[config.mk]
export PLATFORM = sky130hd
export DESIGN_NAME = button_debounce_flat
export DESIGN_NICKNAME = d
export VERILOG_FILES = /design/src/rtl/gesture_pkg.sv /design/src/rtl/button_debounce_if.sv /design/src/rtl/button_debounce_sync_chain.sv /design/src/rtl/button_debounce.sv /design/src/flat_wrapper.sv
export SDC_FILE = /design/constraint.sdc
export NUM_CORES = 1
export LEC_CHECK = 0
export CAP_MARGIN = 30
export CORE_UTILIZATION = 55
export DETAILED_ROUTE_END_ITERATION = 12
export PLACE_DENSITY = 0.73
export SYNTH_ARGS = -nofsm -noshare
export SYNTH_HDL_FRONTEND = slang
export SYNTH_SLANG_ARGS = --single-unit
export TNS_END_PERCENT = 30
[constraint.sdc]
create_clock -name Clock -period 3.7 [get_ports Clock]
set_clock_uncertainty 0.05 [all_clocks]
set_input_delay 0.74 -clock Clock [delete_from_list [all_inputs] [get_ports Clock]]
set_output_delay 0.74 -clock Clock [all_outputs]
set_load 0.05 [all_outputs]
[src/rtl/gesture_pkg.sv]
// Shared types and default constants for the gesture / seven-segment counter path.
// Provides the debounce FSM state encoding and the default debounce and
// long-press timings for a 50 MHz system clock.
package gesture_pkg;

    typedef enum logic [1:0] {
        RELEASED        = 2'd0,
        PRESS_PENDING   = 2'd1,
        PRESSED         = 2'd2,
        RELEASE_PENDING = 2'd3
    } debounce_state_t;

    // 10 ms at 50 MHz
    localparam int DEBOUNCE_CYCLES_DEFAULT   = 32'sd500000;
    // 1 s at 50 MHz
    localparam int LONG_PRESS_CYCLES_DEFAULT = 32'sd50000000;

    // True while the debounced button is considered held (debounced level low).
    function automatic logic is_held(input debounce_state_t st);
        logic held_s;
        case (st)
            PRESSED:         held_s = 1'b1;
            RELEASE_PENDING: held_s = 1'b1;
            default:         held_s = 1'b0;
        endcase
        return held_s;
    endfunction

endpackage

[src/rtl/button_debounce_if.sv]
// Button conditioning bundle: raw pin in, debounced level and event pulses out.
// 'release' is a reserved word in SystemVerilog, so the release event is
// carried as release_pulse.
interface button_debounce_if;

    logic button_n;       // raw pin, active-low, asynchronous
    logic button;         // debounced level, active-low
    logic press;          // one-cycle pulse when button falls
    logic release_pulse;  // one-cycle pulse when button rises
    logic long_press;     // one-cycle pulse when a hold reaches the long-press time

    // Side that owns the pin and consumes the conditioned outputs.
    modport master (
        output button_n,
        input  button,
        input  press,
        input  release_pulse,
        input  long_press
    );

    // Debouncer side.
    modport slave (
        input  button_n,
        output button,
        output press,
        output release_pulse,
        output long_press
    );

endinterface

[src/rtl/button_debounce_sync_chain.sv]
// Generic reset-to-constant flop chain used to bring an asynchronous pin into
// the Clock domain. Fewer than two stages is not meaningful, so the depth is
// clamped to at least two.
module sync_chain #(
    parameter int   STAGES      = 2,
    parameter logic RESET_VALUE = 1'b1
) (
    input  logic Clock,
    input  logic Reset,
    input  logic d,
    output logic q
);

    localparam int N = (STAGES < 2) ? 2 : STAGES;

    logic [N-1:0] sync_r;

    // Shift the pin through the chain; reset fills every stage with RESET_VALUE.
    always_ff @(posedge Clock or posedge Reset) begin
        if (Reset) begin
            sync_r <= {N{RESET_VALUE}};
        end else begin
            sync_r <= {sync_r[N-2:0], d};
        end
    end

    assign q = sync_r[N-1];

endmodule

[src/rtl/button_debounce.sv]
// Push-button conditioner: synchronises the raw active-low pin, debounces it
// with a counter-based four-state FSM and emits a clean active-low level plus
// one-cycle press / release pulses.
// Optional feature macro: BUTTON_DEBOUNCE_LONG_PRESS_EN builds the long-press
// counter; without it long_press is tied low and the port list is unchanged.
module button_debounce
    import gesture_pkg::*;
#(
    parameter int SYNC_STAGES       = 2,
    parameter int DEBOUNCE_CYCLES   = DEBOUNCE_CYCLES_DEFAULT,
    parameter int LONG_PRESS_CYCLES = LONG_PRESS_CYCLES_DEFAULT
) (
    input  logic              Clock,
    input  logic              Reset,
    button_debounce_if.slave  bus
);

    localparam int DB_EFF = (DEBOUNCE_CYCLES < 1) ? 1 : DEBOUNCE_CYCLES;
    localparam int DB_W   = $clog2(DB_EFF + 1);

    localparam logic [DB_W-1:0] DB_LAST = DB_W'(DB_EFF - 1);
    localparam logic [DB_W-1:0] DB_MAX  = DB_W'(DB_EFF);
    localparam logic [DB_W-1:0] DB_ONE  = DB_W'(1);
    localparam logic [DB_W-1:0] DB_ZERO = DB_W'(0);

    logic            s;
    debounce_state_t state_r;
    debounce_state_t state_nxt_s;
    logic [DB_W-1:0] cnt_r;
    logic [DB_W-1:0] cnt_nxt_s;
    logic            button_r;
    logic            press_r;
    logic            release_r;
    logic            button_nxt_s;
    logic            press_nxt_s;
    logic            release_nxt_s;

    sync_chain #(
        .STAGES      (SYNC_STAGES),
        .RESET_VALUE (1'b1)
    ) u_sync_button (
        .Clock (Clock),
        .Reset (Reset),
        .d     (bus.button_n),
        .q     (s)
    );

    // State register with the debounce counter and the registered outputs.
    always_ff @(posedge Clock or posedge Reset) begin
        if (Reset) begin
            state_r   <= RELEASED;
            cnt_r     <= DB_ZERO;
            button_r  <= 1'b1;
            press_r   <= 1'b0;
            release_r <= 1'b0;
        end else begin
            state_r   <= state_nxt_s;
            cnt_r     <= cnt_nxt_s;
            button_r  <= button_nxt_s;
            press_r   <= press_nxt_s;
            release_r <= release_nxt_s;
        end
    end

    // Next state and debounce counter: a pending decision needs DB_EFF
    // consecutive agreeing samples; one opposite sample abandons it.
    always_comb begin
        state_nxt_s = state_r;
        cnt_nxt_s   = cnt_r;
        case (state_r)
            RELEASED: begin
                cnt_nxt_s = DB_ZERO;
                if (!s) begin
                    state_nxt_s = PRESS_PENDING;
                end else begin
                    state_nxt_s = RELEASED;
                end
            end
            PRESS_PENDING: begin
                if (s) begin
                    state_nxt_s = RELEASED;
                    cnt_nxt_s   = DB_ZERO;
                end else if (cnt_r == DB_LAST) begin
                    state_nxt_s = PRESSED;
                    cnt_nxt_s   = DB_ZERO;
                end else begin
                    state_nxt_s = PRESS_PENDING;
                    cnt_nxt_s   = (cnt_r == DB_MAX) ? cnt_r : cnt_r + DB_ONE;
                end
            end
            PRESSED: begin
                cnt_nxt_s = DB_ZERO;
                if (s) begin
                    state_nxt_s = RELEASE_PENDING;
                end else begin
                    state_nxt_s = PRESSED;
                end
            end
            RELEASE_PENDING: begin
                if (!s) begin
                    state_nxt_s = PRESSED;
                    cnt_nxt_s   = DB_ZERO;
                end else if (cnt_r == DB_LAST) begin
                    state_nxt_s = RELEASED;
                    cnt_nxt_s   = DB_ZERO;
                end else begin
                    state_nxt_s = RELEASE_PENDING;
                    cnt_nxt_s   = (cnt_r == DB_MAX) ? cnt_r : cnt_r + DB_ONE;
                end
            end
            default: begin
                state_nxt_s = RELEASED;
                cnt_nxt_s   = DB_ZERO;
            end
        endcase
    end

    // Output decode: pulses only on a completed debounce decision, level
    // follows whether the next state counts as held.
    always_comb begin
        press_nxt_s   = 1'b0;
        release_nxt_s = 1'b0;
        button_nxt_s  = 1'b1;
        if ((state_r == PRESS_PENDING) && (state_nxt_s == PRESSED)) begin
            press_nxt_s = 1'b1;
        end else begin
            press_nxt_s = 1'b0;
        end
        if ((state_r == RELEASE_PENDING) && (state_nxt_s == RELEASED)) begin
            release_nxt_s = 1'b1;
        end else begin
            release_nxt_s = 1'b0;
        end
        if (is_held(state_nxt_s)) begin
            button_nxt_s = 1'b0;
        end else begin
            button_nxt_s = 1'b1;
        end
    end

    assign bus.button        = button_r;
    assign bus.press         = press_r;
    assign bus.release_pulse = release_r;

`ifdef BUTTON_DEBOUNCE_LONG_PRESS_EN

    localparam int LP_EFF = (LONG_PRESS_CYCLES < 1) ? 1 : LONG_PRESS_CYCLES;
    localparam int LP_W   = $clog2(LP_EFF + 1);

    localparam logic [LP_W-1:0] LP_LAST = LP_W'(LP_EFF - 1);
    localparam logic [LP_W-1:0] LP_MAX  = LP_W'(LP_EFF);
    localparam logic [LP_W-1:0] LP_ONE  = LP_W'(1);
    localparam logic [LP_W-1:0] LP_ZERO = LP_W'(0);

    logic [LP_W-1:0] lp_cnt_r;
    logic [LP_W-1:0] lp_cnt_nxt_s;
    logic            long_r;
    logic            long_nxt_s;

    // Hold-time counter: restarts on the press pulse, runs while held, parks
    // at LP_MAX after firing so the pulse happens once per press. It never
    // fires on the cycle the hold ends, keeping it exclusive with release.
    always_comb begin
        lp_cnt_nxt_s = lp_cnt_r;
        long_nxt_s   = 1'b0;
        if (press_nxt_s) begin
            lp_cnt_nxt_s = LP_ZERO;
        end else if (is_held(state_r) && is_held(state_nxt_s)) begin
            if (lp_cnt_r == LP_LAST) begin
                lp_cnt_nxt_s = LP_MAX;
                long_nxt_s   = 1'b1;
            end else if (lp_cnt_r != LP_MAX) begin
                lp_cnt_nxt_s = lp_cnt_r + LP_ONE;
            end else begin
                lp_cnt_nxt_s = lp_cnt_r;
            end
        end else begin
            lp_cnt_nxt_s = LP_ZERO;
        end
    end

    // Long-press counter and registered long_press pulse.
    always_ff @(posedge Clock or posedge Reset) begin
        if (Reset) begin
            lp_cnt_r <= LP_ZERO;
            long_r   <= 1'b0;
        end else begin
            lp_cnt_r <= lp_cnt_nxt_s;
            long_r   <= long_nxt_s;
        end
    end

    assign bus.long_press = long_r;

`else

    assign bus.long_press = 1'b0;

`endif

endmodule

[src/flat_wrapper.sv]
// flat-port wrapper written by rule: the top's interface ports become plain ports
module button_debounce_flat import gesture_pkg::*;
#(
    parameter int SYNC_STAGES       = 2,
    parameter int DEBOUNCE_CYCLES   = DEBOUNCE_CYCLES_DEFAULT,
    parameter int LONG_PRESS_CYCLES = LONG_PRESS_CYCLES_DEFAULT
)
  (Clock, Reset, bus_button_n, bus_button, bus_press, bus_release_pulse, bus_long_press);
  button_debounce_if bus_i ();
  input  logic Clock;
  input  logic Reset;
  input wire logic [$bits(bus_i.button_n)-1:0] bus_button_n;
  output wire logic [$bits(bus_i.button)-1:0] bus_button;
  output wire logic [$bits(bus_i.press)-1:0] bus_press;
  output wire logic [$bits(bus_i.release_pulse)-1:0] bus_release_pulse;
  output wire logic [$bits(bus_i.long_press)-1:0] bus_long_press;
  assign bus_i.button_n = bus_button_n;
  assign bus_button = bus_i.button;
  assign bus_press = bus_i.press;
  assign bus_release_pulse = bus_i.release_pulse;
  assign bus_long_press = bus_i.long_press;
  button_debounce #(.SYNC_STAGES(SYNC_STAGES), .DEBOUNCE_CYCLES(DEBOUNCE_CYCLES), .LONG_PRESS_CYCLES(LONG_PRESS_CYCLES)) u_core (.Clock(Clock), .Reset(Reset), .bus(bus_i));
endmodule
==> results.txt <==
Crit Path Max Fanout -> 1
Pre-antenna DRT Iters -> 4
clk sinks -> 26
top-count cell post-synth -> dfrtp_1
final setup vio count -> 0
global-route wire length before repair -> 4110 um
RSZ-0062 raised after global routing -> false
final WL -> 2460 um
Post-synth ARST share -> 100%
Buffers on Ports -> 5
CTS tree -> yes
cts repair resizes -> 0
synthesized area per cell -> 9.96 um2
RD Place Congestion -> 0.892
die height -> 51.5 um
Worst-path clk slew -> 0.14 ns
commonest register cell after synthesis -> dfrtp_1
sequential area share after synthesis -> 48.7%
Post-synth top cells -> dfrtp_1 (23), nor2_1 (19), nand2_1 (10), xnor2_1 (10), nor4_1 (7)
leak pwr -> 0.569 nW
FP Rows -> 17
Syn Inst Count -> 135
Setup Buffers After CTS -> 0
Core Area -> 2250 um2
worst path cell trace -> clkdlybuf4s50_1
Hold Buf Count CTS -> 0
DRC viols -> 0
die area -> 2650 um2
worst vdd ir -> 0.000290 V
largest cells by area after synthesis -> dfrtp_1 (43%), xnor2_1 (6.5%), dfstp_2 (5.9%), nor2_1 (5.3%), nor4_1 (3.3%)
Initial Util -> 59.7%
multi-input gate area in the final layout -> 633 um2
Power Density -> 342 nW/um2
worst skew pair latency -> 0.32 ns
CP max stage delay -> 0.79 ns
ANT cells -> 0
final net count -> 147
vias in the first global route -> 895
slowest CP cell -> clkdlybuf4s50_1
max frequency -> 411 MHz
total global-route track usage -> 21.7%
initial DRC count -> 34
Final ANT Viol Nets -> 0
TritonCTS Buffers -> 3
Area Overhead vs Synth -> 9.30%
outcome -> completed
Mapped Area -> 1350 um2
detailed placer's ending HPWL -> 1760 um
setup TNS -> 0 ns
WL per Instance -> 14.5 um
max_cap viols -> 0
EDFF count, synth -> 0
Yosys top cell area share -> 42.8%
CP startpoint kind -> register
largest net degree at the start of global routing -> 27
count of cell types in the netlist -> 35
Crit Path Class -> register to primary output
total number of vias -> 998
Synth area leader -> dfrtp_1
grt total ovfl -> 0
die width -> 51.5 um
fin. max-slew vios -> 0
Slew HR -> 58.1%
CTS root buf -> clkbuf_4
Min-Delay Path Class -> register to register
Pwr Total -> 503 uW
share of cells above drive strength 1 -> 10.6%
Syn Nets -> 140
CP bufs+invs -> 1
Filler Cell Count -> 186
Seq cells post-synth -> 26
worst path required time -> 2.91 ns
Final period util -> 65.8%
Yosys warnings -> 0
crit path DAT -> 1.65 ns
register area -> 654 um2
Vias/cell -> 5.91
Slew @ Worst Pin -> 0.624 ns
# IOs -> 7
initial antenna violation count -> 0
Tmin final -> 2.44 ns
Clock Tree Buf Depth -> 2
Worst setup EP type -> primary output
CP delay by family, top -> buffers and inverters
Final Hold Fails -> 0
dpl ws -> 1.52 ns
final worst slack -> 1.26 ns
H-tree levels -> 1
[final timing paths]
check | from | to | slack (ns) | cells after the start
min reg2reg | u_core.u_sync_button.sync_r[0]$_DFF_PP1_ | u_core.u_sync_button.sync_r[1]$_DFF_PP1_ | 0.32 | 0
min | u_core.u_sync_button.sync_r[0]$_DFF_PP1_ | u_core.u_sync_button.sync_r[1]$_DFF_PP1_ | 0.32 | 0
max in group asynchronous | Reset | u_core.cnt_r[11]$_DFF_PP0_ | 2.44 | 3
min in group asynchronous | Reset | u_core.cnt_r[1]$_DFF_PP0_ | 0.68 | 2
max | u_core.bus.button$_DFF_PP1_ | bus_button | 1.26 | 1
max reg2reg | u_core.cnt_r[10]$_DFF_PP0_ | u_core.cnt_r[8]$_DFF_PP0_ | 1.44 | 5
[sequential cells by signal (all words and copies together), names as in the netlist]
| signal | flops |
|---|---|
| u_core.bus.release_pulse | 1 |
| u_core.state_r | 2 |
| u_core.cnt_r | 19 |
| u_core.bus.button | 1 |
| u_core.bus.press | 1 |
| u_core.u_sync_button.sync_r | 2 |
[cell usage in the layout, fill, tap and decap left out, drive strengths merged, types with 2 or more instances in the layout]
master and count:
clkbuf 3, ha 2, clkdlybuf4s50 5, nand2 10
dfrtp 23, o31ai 3, nor2 19, dfstp 3
nor3 4, nor4b 4, inv 6, or4 4
o21ai 2, a21oi 3, nand3 4, nand4 7
buf 2, nor4 7, or3 2, xor2 4
mux2i 3, and2 4, xnor2 10
[worst register-to-register path, stage by stage, from the launching register on]
cell,delay [ns]
dfrtp_1,0.48
nor4b_1,0.44
nand4_1,0.28
o21ai_1,0.58
buf_4,0.27
nor2_1,0.06
[where the power goes]
| part | switching, mW | internal [mW] |
|---|---|---|
| Sequential | 0.00237 | 0.288 |
| Combinational | 0.0140 | 0.00653 |
| Clock | 0.0828 | 0.110 |
[through the flow]
step | std cells | hold slack, ns | util (%) | instance area, um2
after global routing | 169 | 0.326 | 65.2 | 1470
after CTS | 168 | 0.322 | 64.5 | 1460
final | 169 | 0.320 | 65.2 | 1470
after detailed placement | 164 | 0.302 | 62.2 | 1400
after floorplan | 135 | 0.295 | - | 1350
after global placement | 163 | 0.299 | 61.9 | 1400
[layout make-up]
cell class              instances  area share (%)
well taps                      28            2.38
flip-flops and latches         26            44.5
clock buffers                   3            1.53
repair buffers                  7            4.94
multi-input cells              98            43.1
inverters                       6            1.53
clock inverters                 1            2.04
[cell families after synthesis]
| group | after synthesis | share of synthesized area (%) |
|---|---|---|
| and+or+nand+nor | 69 | 29.1 |
| DFF | 26 | 48.7 |
| xor gates and xnor gates | 14 | 9.12 |
| buffers and inverters | 11 | 4.28 |
| AOI/OAI and AO/OA | 9 | 4.46 |
| muxes | 3 | 2.23 |
| adders and majority gates | 2 | 1.86 |
| other | 1 | 0.279 |
[layer usage]
metal	share of wire, %	global-route usage (%)	up-vias
met3	3.3	3.87	4
met1	48	30.8	481
li1	-	-	485
met2	47	32.0	28
met5	0	0	-
met4	1.8	10.4	0
Power figures use the tool's default switching activity.
